<file path="config.mk">
export PLATFORM = sky130hd
export DESIGN_NAME = uart_rx_buffer_flat
export DESIGN_NICKNAME = d
export VERILOG_FILES = /design/src/rtl/uart_rx_buffer_pkg.sv /design/src/rtl/uart_rx_buffer_if.sv /design/src/rtl/uart_sync_fifo.sv /design/src/rtl/uart_rx_buffer.sv /design/src/flat_wrapper.sv
export SDC_FILE = /design/constraint.sdc
export NUM_CORES = 1
export LEC_CHECK = 0
export ABC_AREA = 1
export ABC_CLOCK_PERIOD_IN_PS = 2300
export CAP_MARGIN = 20
export CORE_UTILIZATION = 45
export DETAILED_ROUTE_END_ITERATION = 10
export HOLD_SLACK_MARGIN = 0.06
export PLACE_DENSITY = 0.69
export SETUP_SLACK_MARGIN = 0.2
export SLEW_MARGIN = 20
export SYNTH_ARGS = -nofsm -noshare
export SYNTH_HDL_FRONTEND = slang
export SYNTH_SLANG_ARGS = --single-unit
</file>
<file path="constraint.sdc">
create_clock -name clk -period 2.3 [get_ports clk]
set_input_delay 0.46 -clock clk [delete_from_list [all_inputs] [get_ports clk]]
set_output_delay 0.46 -clock clk [all_outputs]
set_load 0.01 [all_outputs]
</file>
<file path="src/rtl/uart_rx_buffer_pkg.sv">
// Shared constants for the UART receive buffer: register indices,
// STATUS/CTRL bit positions and field offsets.
package uart_pkg;

  localparam logic [1:0] REG_DATA   = 2'd0;
  localparam logic [1:0] REG_STATUS = 2'd1;
  localparam logic [1:0] REG_CTRL   = 2'd2;

  localparam int ST_NEMPTY  = 0;
  localparam int ST_FULL    = 1;
  localparam int ST_OVR     = 2;
  localparam int CTRL_IRQEN = 0;
  localparam int CTRL_FLUSH = 1;

  localparam int CNT_LSB = 8;
  localparam int THR_LSB = 8;

  // Stored threshold width: AW+1 bits, but never wider than the 8-bit CTRL field.
  function automatic int thr_width(input int aw);
    return (aw + 1 > 8) ? 8 : aw + 1;
  endfunction

endpackage

</file>
<file path="src/rtl/uart_rx_buffer_if.sv">
// Receiver push strobe plus the register-bus signals of the RX buffer.
interface uart_rx_buffer_if;
  logic [7:0]  rx_byte;
  logic        rx_valid;
  logic        sel;
  logic        we;
  logic [1:0]  addr;
  logic [31:0] wdata;
  logic [31:0] rdata;
  logic        irq;

  modport master (output rx_byte, rx_valid, sel, we, addr, wdata,
                  input  rdata, irq);
  modport slave  (input  rx_byte, rx_valid, sel, we, addr, wdata,
                  output rdata, irq);
endinterface

</file>
<file path="src/rtl/uart_sync_fifo.sv">
// Power-of-two synchronous FIFO with flop storage and an asynchronous head read.
// Owns all pointer/count arithmetic, including the push-while-full-with-pop rule.
module uart_sync_fifo #(
  parameter  int DEPTH = 16,
  parameter  int WIDTH = 8,
  localparam int AW    = $clog2(DEPTH),
  localparam int CW    = AW + 1
) (
  input  logic             clk,
  input  logic             rst,
  input  logic             push,
  input  logic [WIDTH-1:0] din,
  input  logic             pop,
  input  logic             flush,
  output logic             full,
  output logic             empty,
  output logic [CW-1:0]    count,
  output logic [CW-1:0]    count_nxt,
  output logic [WIDTH-1:0] dout
);

  logic [DEPTH-1:0][WIDTH-1:0] mem;
  logic [AW-1:0]               wptr, rptr;
  logic                        push_ok, pop_ok;

  assign empty = (count == '0);
  assign full  = (count == CW'(DEPTH));
  assign dout  = mem[rptr];

  // Accept rules: a pop frees a slot for a same-cycle push; flush discards both.
  always_comb begin
    pop_ok    = pop & ~empty & ~flush;
    push_ok   = push & ~flush & (~full | pop_ok);
    count_nxt = count;
    if (flush)                 count_nxt = '0;
    else if (push_ok & ~pop_ok) count_nxt = count + CW'(1);
    else if (pop_ok & ~push_ok) count_nxt = count - CW'(1);
  end

  // Pointer and count state.
  always_ff @(posedge clk or negedge rst) begin
    if (!rst) begin
      wptr  <= '0;
      rptr  <= '0;
      count <= '0;
    end else begin
      count <= count_nxt;
      if (flush) begin
        wptr <= '0;
        rptr <= '0;
      end else begin
        if (push_ok) wptr <= wptr + AW'(1);
        if (pop_ok)  rptr <= rptr + AW'(1);
      end
    end
  end

  // Storage write port; contents need no reset.
  always_ff @(posedge clk) begin
    if (push_ok) mem[wptr] <= din;
  end

endmodule

</file>
<file path="src/rtl/uart_rx_buffer.sv">
// UART RX byte buffer: FIFO plus DATA/STATUS/CTRL register decode,
// sticky overrun flag, registered read data and level interrupt.
module uart_rx_buffer
  import uart_pkg::*;
#(
  parameter int DEPTH = 16,
  parameter int AW    = $clog2(DEPTH)
) (
  input  logic             clk,
  input  logic             rst,
  uart_rx_buffer_if.slave  bus
);

  localparam int TW = thr_width(AW);

  logic          rd, wr, pop_req, ctrl_wr, flush, ovr_set, ovr_clr;
  logic          full, empty;
  logic [AW:0]   count, cnt_n, thr_ext;
  logic [7:0]    dout;
  logic          ovr, ovr_n, irq_en, irq_en_n, irq_n;
  logic [TW-1:0] thresh, thresh_n;
  logic [31:0]   status_w, ctrl_w, rd_word;

  uart_sync_fifo #(.DEPTH(DEPTH), .WIDTH(8)) u_fifo (
    .clk       (clk),
    .rst       (rst),
    .push      (bus.rx_valid),
    .din       (bus.rx_byte),
    .pop       (pop_req),
    .flush     (flush),
    .full      (full),
    .empty     (empty),
    .count     (count),
    .count_nxt (cnt_n),
    .dout      (dout)
  );

  // Bus decode and next-state of the flag/control registers.
  always_comb begin
    rd       = bus.sel & ~bus.we;
    wr       = bus.sel &  bus.we;
    pop_req  = rd & (bus.addr == REG_DATA) & ~empty;
    ctrl_wr  = wr & (bus.addr == REG_CTRL);
    flush    = ctrl_wr & bus.wdata[CTRL_FLUSH];
    ovr_clr  = wr & (bus.addr == REG_STATUS) & bus.wdata[ST_OVR];
    // Dropped byte: full, nothing popped to make room, and not a flush cycle.
    ovr_set  = bus.rx_valid & full & ~pop_req & ~flush;
    ovr_n    = ovr_set | (ovr & ~ovr_clr);
    irq_en_n = ctrl_wr ? bus.wdata[CTRL_IRQEN] : irq_en;
    thresh_n = ctrl_wr ? bus.wdata[THR_LSB +: TW] : thresh;
    thr_ext  = '0;
    thr_ext[TW-1:0] = thresh_n;
    irq_n    = irq_en_n & (((thresh_n != '0) && (cnt_n >= thr_ext)) | ovr_n);
  end

  // Register read mux; STATUS/CTRL reflect pre-update state of this cycle.
  always_comb begin
    status_w             = '0;
    status_w[ST_NEMPTY]  = ~empty;
    status_w[ST_FULL]    = full;
    status_w[ST_OVR]     = ovr;
    status_w[CNT_LSB +: AW+1] = count;
    ctrl_w               = '0;
    ctrl_w[CTRL_IRQEN]   = irq_en;
    ctrl_w[THR_LSB +: TW] = thresh;
    unique case (bus.addr)
      REG_DATA:   rd_word = empty ? 32'd0 : {24'd0, dout};
      REG_STATUS: rd_word = status_w;
      REG_CTRL:   rd_word = ctrl_w;
      default:    rd_word = 32'd0;
    endcase
  end

  // Control/flag state, read-data capture and interrupt level.
  always_ff @(posedge clk or negedge rst) begin
    if (!rst) begin
      ovr       <= 1'b0;
      irq_en    <= 1'b0;
      thresh    <= '0;
      bus.rdata <= 32'd0;
      bus.irq   <= 1'b0;
    end else begin
      ovr     <= ovr_n;
      irq_en  <= irq_en_n;
      thresh  <= thresh_n;
      bus.irq <= irq_n;
      if (rd) bus.rdata <= rd_word;
    end
  end

endmodule

</file>
<file path="src/flat_wrapper.sv">
// flat-port wrapper written by rule: the top's interface ports become plain ports
module uart_rx_buffer_flat import uart_pkg::*;
#(
  parameter int DEPTH = 16,
  parameter int AW    = $clog2(DEPTH)
)
  (clk, rst, bus_rx_byte, bus_rx_valid, bus_sel, bus_we, bus_addr, bus_wdata, bus_rdata, bus_irq);
  uart_rx_buffer_if bus_i ();
  input  logic clk;
  input  logic rst;
  input wire logic [$bits(bus_i.rx_byte)-1:0] bus_rx_byte;
  input wire logic [$bits(bus_i.rx_valid)-1:0] bus_rx_valid;
  input wire logic [$bits(bus_i.sel)-1:0] bus_sel;
  input wire logic [$bits(bus_i.we)-1:0] bus_we;
  input wire logic [$bits(bus_i.addr)-1:0] bus_addr;
  input wire logic [$bits(bus_i.wdata)-1:0] bus_wdata;
  output wire logic [$bits(bus_i.rdata)-1:0] bus_rdata;
  output wire logic [$bits(bus_i.irq)-1:0] bus_irq;
  assign bus_i.rx_byte = bus_rx_byte;
  assign bus_i.rx_valid = bus_rx_valid;
  assign bus_i.sel = bus_sel;
  assign bus_i.we = bus_we;
  assign bus_i.addr = bus_addr;
  assign bus_i.wdata = bus_wdata;
  assign bus_rdata = bus_i.rdata;
  assign bus_irq = bus_i.irq;
  uart_rx_buffer #(.DEPTH(DEPTH), .AW(AW)) u_core (.clk(clk), .rst(rst), .bus(bus_i));
endmodule
</file>
==> results.yml <==
floorplan:
  core_um2: 15400
  die_area_um2: 16600
  io_pins: 80
  rows: 45
  start_util_pct: 46.8
  die_w_um: 129
  die_h_um: 129
finish:
  area_growth_pct: 25.1
  final_cell_area_um2: 9040
  final_util_pct: 58.6
  diodes: 0
  nFillCells: 1262
  multi_input_area_um2: 2280
  layout-drive-gt1-share_pct: 19.8
  final_cells: 1009
  finalNetCount: 845
  final-seq-area_um2: 4700
global_routing:
  grt_overflow: 0
  grt_pass1_wl_um: 27500
  grt_max_degree: 58
  grt_util_met2_pct: 35.5
  met3_usage_pct: 3.99
  grt_pass1_vias: 5246
  antenna_found_initial: 0
  busiest_layer: "met2"
  track_usage_pct: 22.5
  met1_usage_pct: 31.0
synth:
  synthMuxAreaShare_pct: 0
  ys_seq_area_share_pct: 65.0
  ys_types: 39
  synth_common_cells: "nand2_1 (134), edfxtp_1 (128), nor2_1 (82), o21ai_0 (60), nand3_1 (50)"
  syn_area_um2: 7230
  synth_xor_area_share_pct: 0.727
  yosys.area_share.simple_pct: 17.5
  ys_seq_elements: 162
  synth_compound_area_share_pct: 8.03
  synth.avg_cell_area_um2: 10.7
  synth_edf_count: 128
  yosysMostFrequentCell: "nand2_1"
  syn_inst: 674
  synth_top_area_share_pct: 53.2
  synth_area_leaders: "edfxtp_1 (53%), dfrtp_1 (12%), nand2_1 (7.0%)"
  synthAdderAreaFrac_pct: 2.25
  synthFlopType: "edfxtp_1"
  yosysTopAreaCell: "edfxtp_1"
  async_reset_ff_share_pct: 21.0
  synth_warnings: 0
  synth_top_family_by_area: "simple AND/OR/NAND/NOR gates"
detailed_routing:
  dr.pass1.iters: 5
  drc: 0
  routed_wirelength_um: 17300
  drtAntennaViolNets: 0
  drt-initial-drc-count: 462
  viasPerCell: 5.26
  route.vias.total: 5305
  avgRoutedWirePerCell_um: 17.1
clocking:
  cts_made_buffers: 17
  hold_buffers: 0
  htreeDepth: 4
  root_buffer: "clkbuf_16"
  clockBufferDepth: 2
  cts_tree: "done"
  clock_latency_ns: 0.43
  clk_pin_slew_ns: 0.06
  cts.sinks: 162
status:
  status: "finished, violations left"
  violations: "negative setup slack"
placed_design:
  dp_slack_ns: -0.512
  placed_area_um2: 8240
  place_hpwl_um: 11500
  place_inst: 967
  gp_congestion: 0.908
  io_buffer_count: 36
setup_path:
  critPathCaptureType: "flip-flop"
  crit_slowest_cell: "dfrtp_1"
  worstSetupPathType: "flip-flop to flip-flop"
  crit_buf_inv: 4
  crit_path_start_kind: "flip-flop"
  path_cells: "inv_2 -> ha_4 -> nor3b_4 -> nand2_4 -> nand2_4 -> inv_8 -> nand2_8 -> inv_4 -> nand2_2 -> nand2_2 -> nor2_4 -> ha_4 -> buf_4 -> nand4_1 -> nand3_1 -> o22ai_1 -> a21oi_1"
  arrival_ns: 2.67
  cp.required_ns: 2.60
  max_stage_delay_ns: 0.40
  cp_max_fo: 7
  critPathTopFamily: "simple AND/OR/NAND/NOR gates"
timing:
  timing.fmax_mhz: 421
  hold_viol: 0
  setup_violations: 1
  fin_skew_ns: 0.00863
  worst_pin_slew_ns: 0.633
  worst_slack_ns: -0.0774
  fin_crit_sh_pct: 103
  rsz0062_at_grt: "true"
  slew_viol_final: 0
  min_period_ns: 2.38
  max_slew_margin_pct: 57.7
power:
  p_per_area_nw_per_um2: 1110
  irDropWorstVdd_mv: 0.539
  p_leak_uw: 0.00365
min_path:
  hold_class: "input pin to asynchronous set/reset pin"
job:
  cap_viol_max_count: 0
[layer usage]
layer	routed length (µm)	up-vias
met2	8280	182
li1	-	2491
met5	0	-
met3	1090	37
met1	7460	2595
met4	445	0
[power breakdown]
group          internal, µW  switching, µW  leakage, µW  total, µW
Clock                  1590           1130     0.000263       2720
Sequential             3550            223      0.00156       3770
Combinational          1410           2120      0.00182       3540
[cells in the final DEF (no fill, tap or decap), drive strengths merged, types with 5 or more instances in the layout]
cell	n
a21oi	18
a31oi	7
buf	81
clkbuf	18
clkdlybuf4s50	32
clkinv	6
clkinvlp	5
conb	19
dfrtp	34
edfxtp	128
ha	13
inv	55
nand2	141
nand3	52
nor2	86
o211ai	5
o21ai	63
o22ai	10
xor2	5
[cell type report]
type	count	share of cell area [%]
Clock inverter	14	1.51
Multi-Input combinational cell	433	25.2
Tap cell	211	2.92
Timing Repair Buffer	117	11.3
Inverter	54	2.39
Clock buffer	18	4.75
Sequential cell	162	51.9
[repair_timing]
| action | 4_1_cts | 5_1_grt |
|---|---|---|
| pin swaps | 19 | 12 |
| buffers inserted | 7 | 3 |
| setup endpoints to repair | 17 | 130 |
| resized for setup | 19 | 29 |
[registers in the layout, indices dropped and copies added, names as in the netlist]
signal	cells
u_core.irq_en	1
u_core.u_fifo.rptr	4
u_core.bus.irq	1
u_core.ovr	1
u_core.u_fifo.mem	128
u_core.u_fifo.wptr	4
u_core.bus.rdata	13
u_core.thresh	5
u_core.u_fifo.count	5
[logic make-up (layout without fill, tap and decap cells)]
| family | Yosys count | after routing |
|---|---|---|
| buffers and inverters | 97 | 203 |
| and+or+nand+nor | 288 | 288 |
| AOI/OAI and AO/OA | 107 | 107 |
| other | 1 | 19 |
| DFF | 162 | 162 |
| xor gates and xnor gates | 6 | 6 |
| adders and majority gates | 13 | 13 |
[path summary, 6_finish.rpt]
kind,start,end,slack [ns],depth (start not counted)
min in group clk,u_core.bus.rdata[5],u_core.bus.rdata[5],0.48,2
setup reg to reg,u_core.u_fifo.count[1],u_core.bus.irq,-0.08,17
hold / removal,rst,u_core.bus.rdata[8],0.45,2
hold reg to reg,u_core.bus.rdata[5],u_core.bus.rdata[5],0.48,2
max in group asynchronous,rst,u_core.u_fifo.rptr[0],1.51,2
setup / recovery,u_core.u_fifo.count[1],u_core.bus.irq,-0.08,17
[stage by stage]
stage               hold slack (ns)  total power [µW]  TNS (ns)
global route                  0.477             10600    -0.219
detailed placement            0.471              7010    -17.55
global placement              0.471              6920    -12.42
CTS                           0.454              9820  -0.00858
floorplan                     0.164              5740  -0.00611
finish                        0.447             10000   -0.0774
Power figures use the tool's default switching activity.
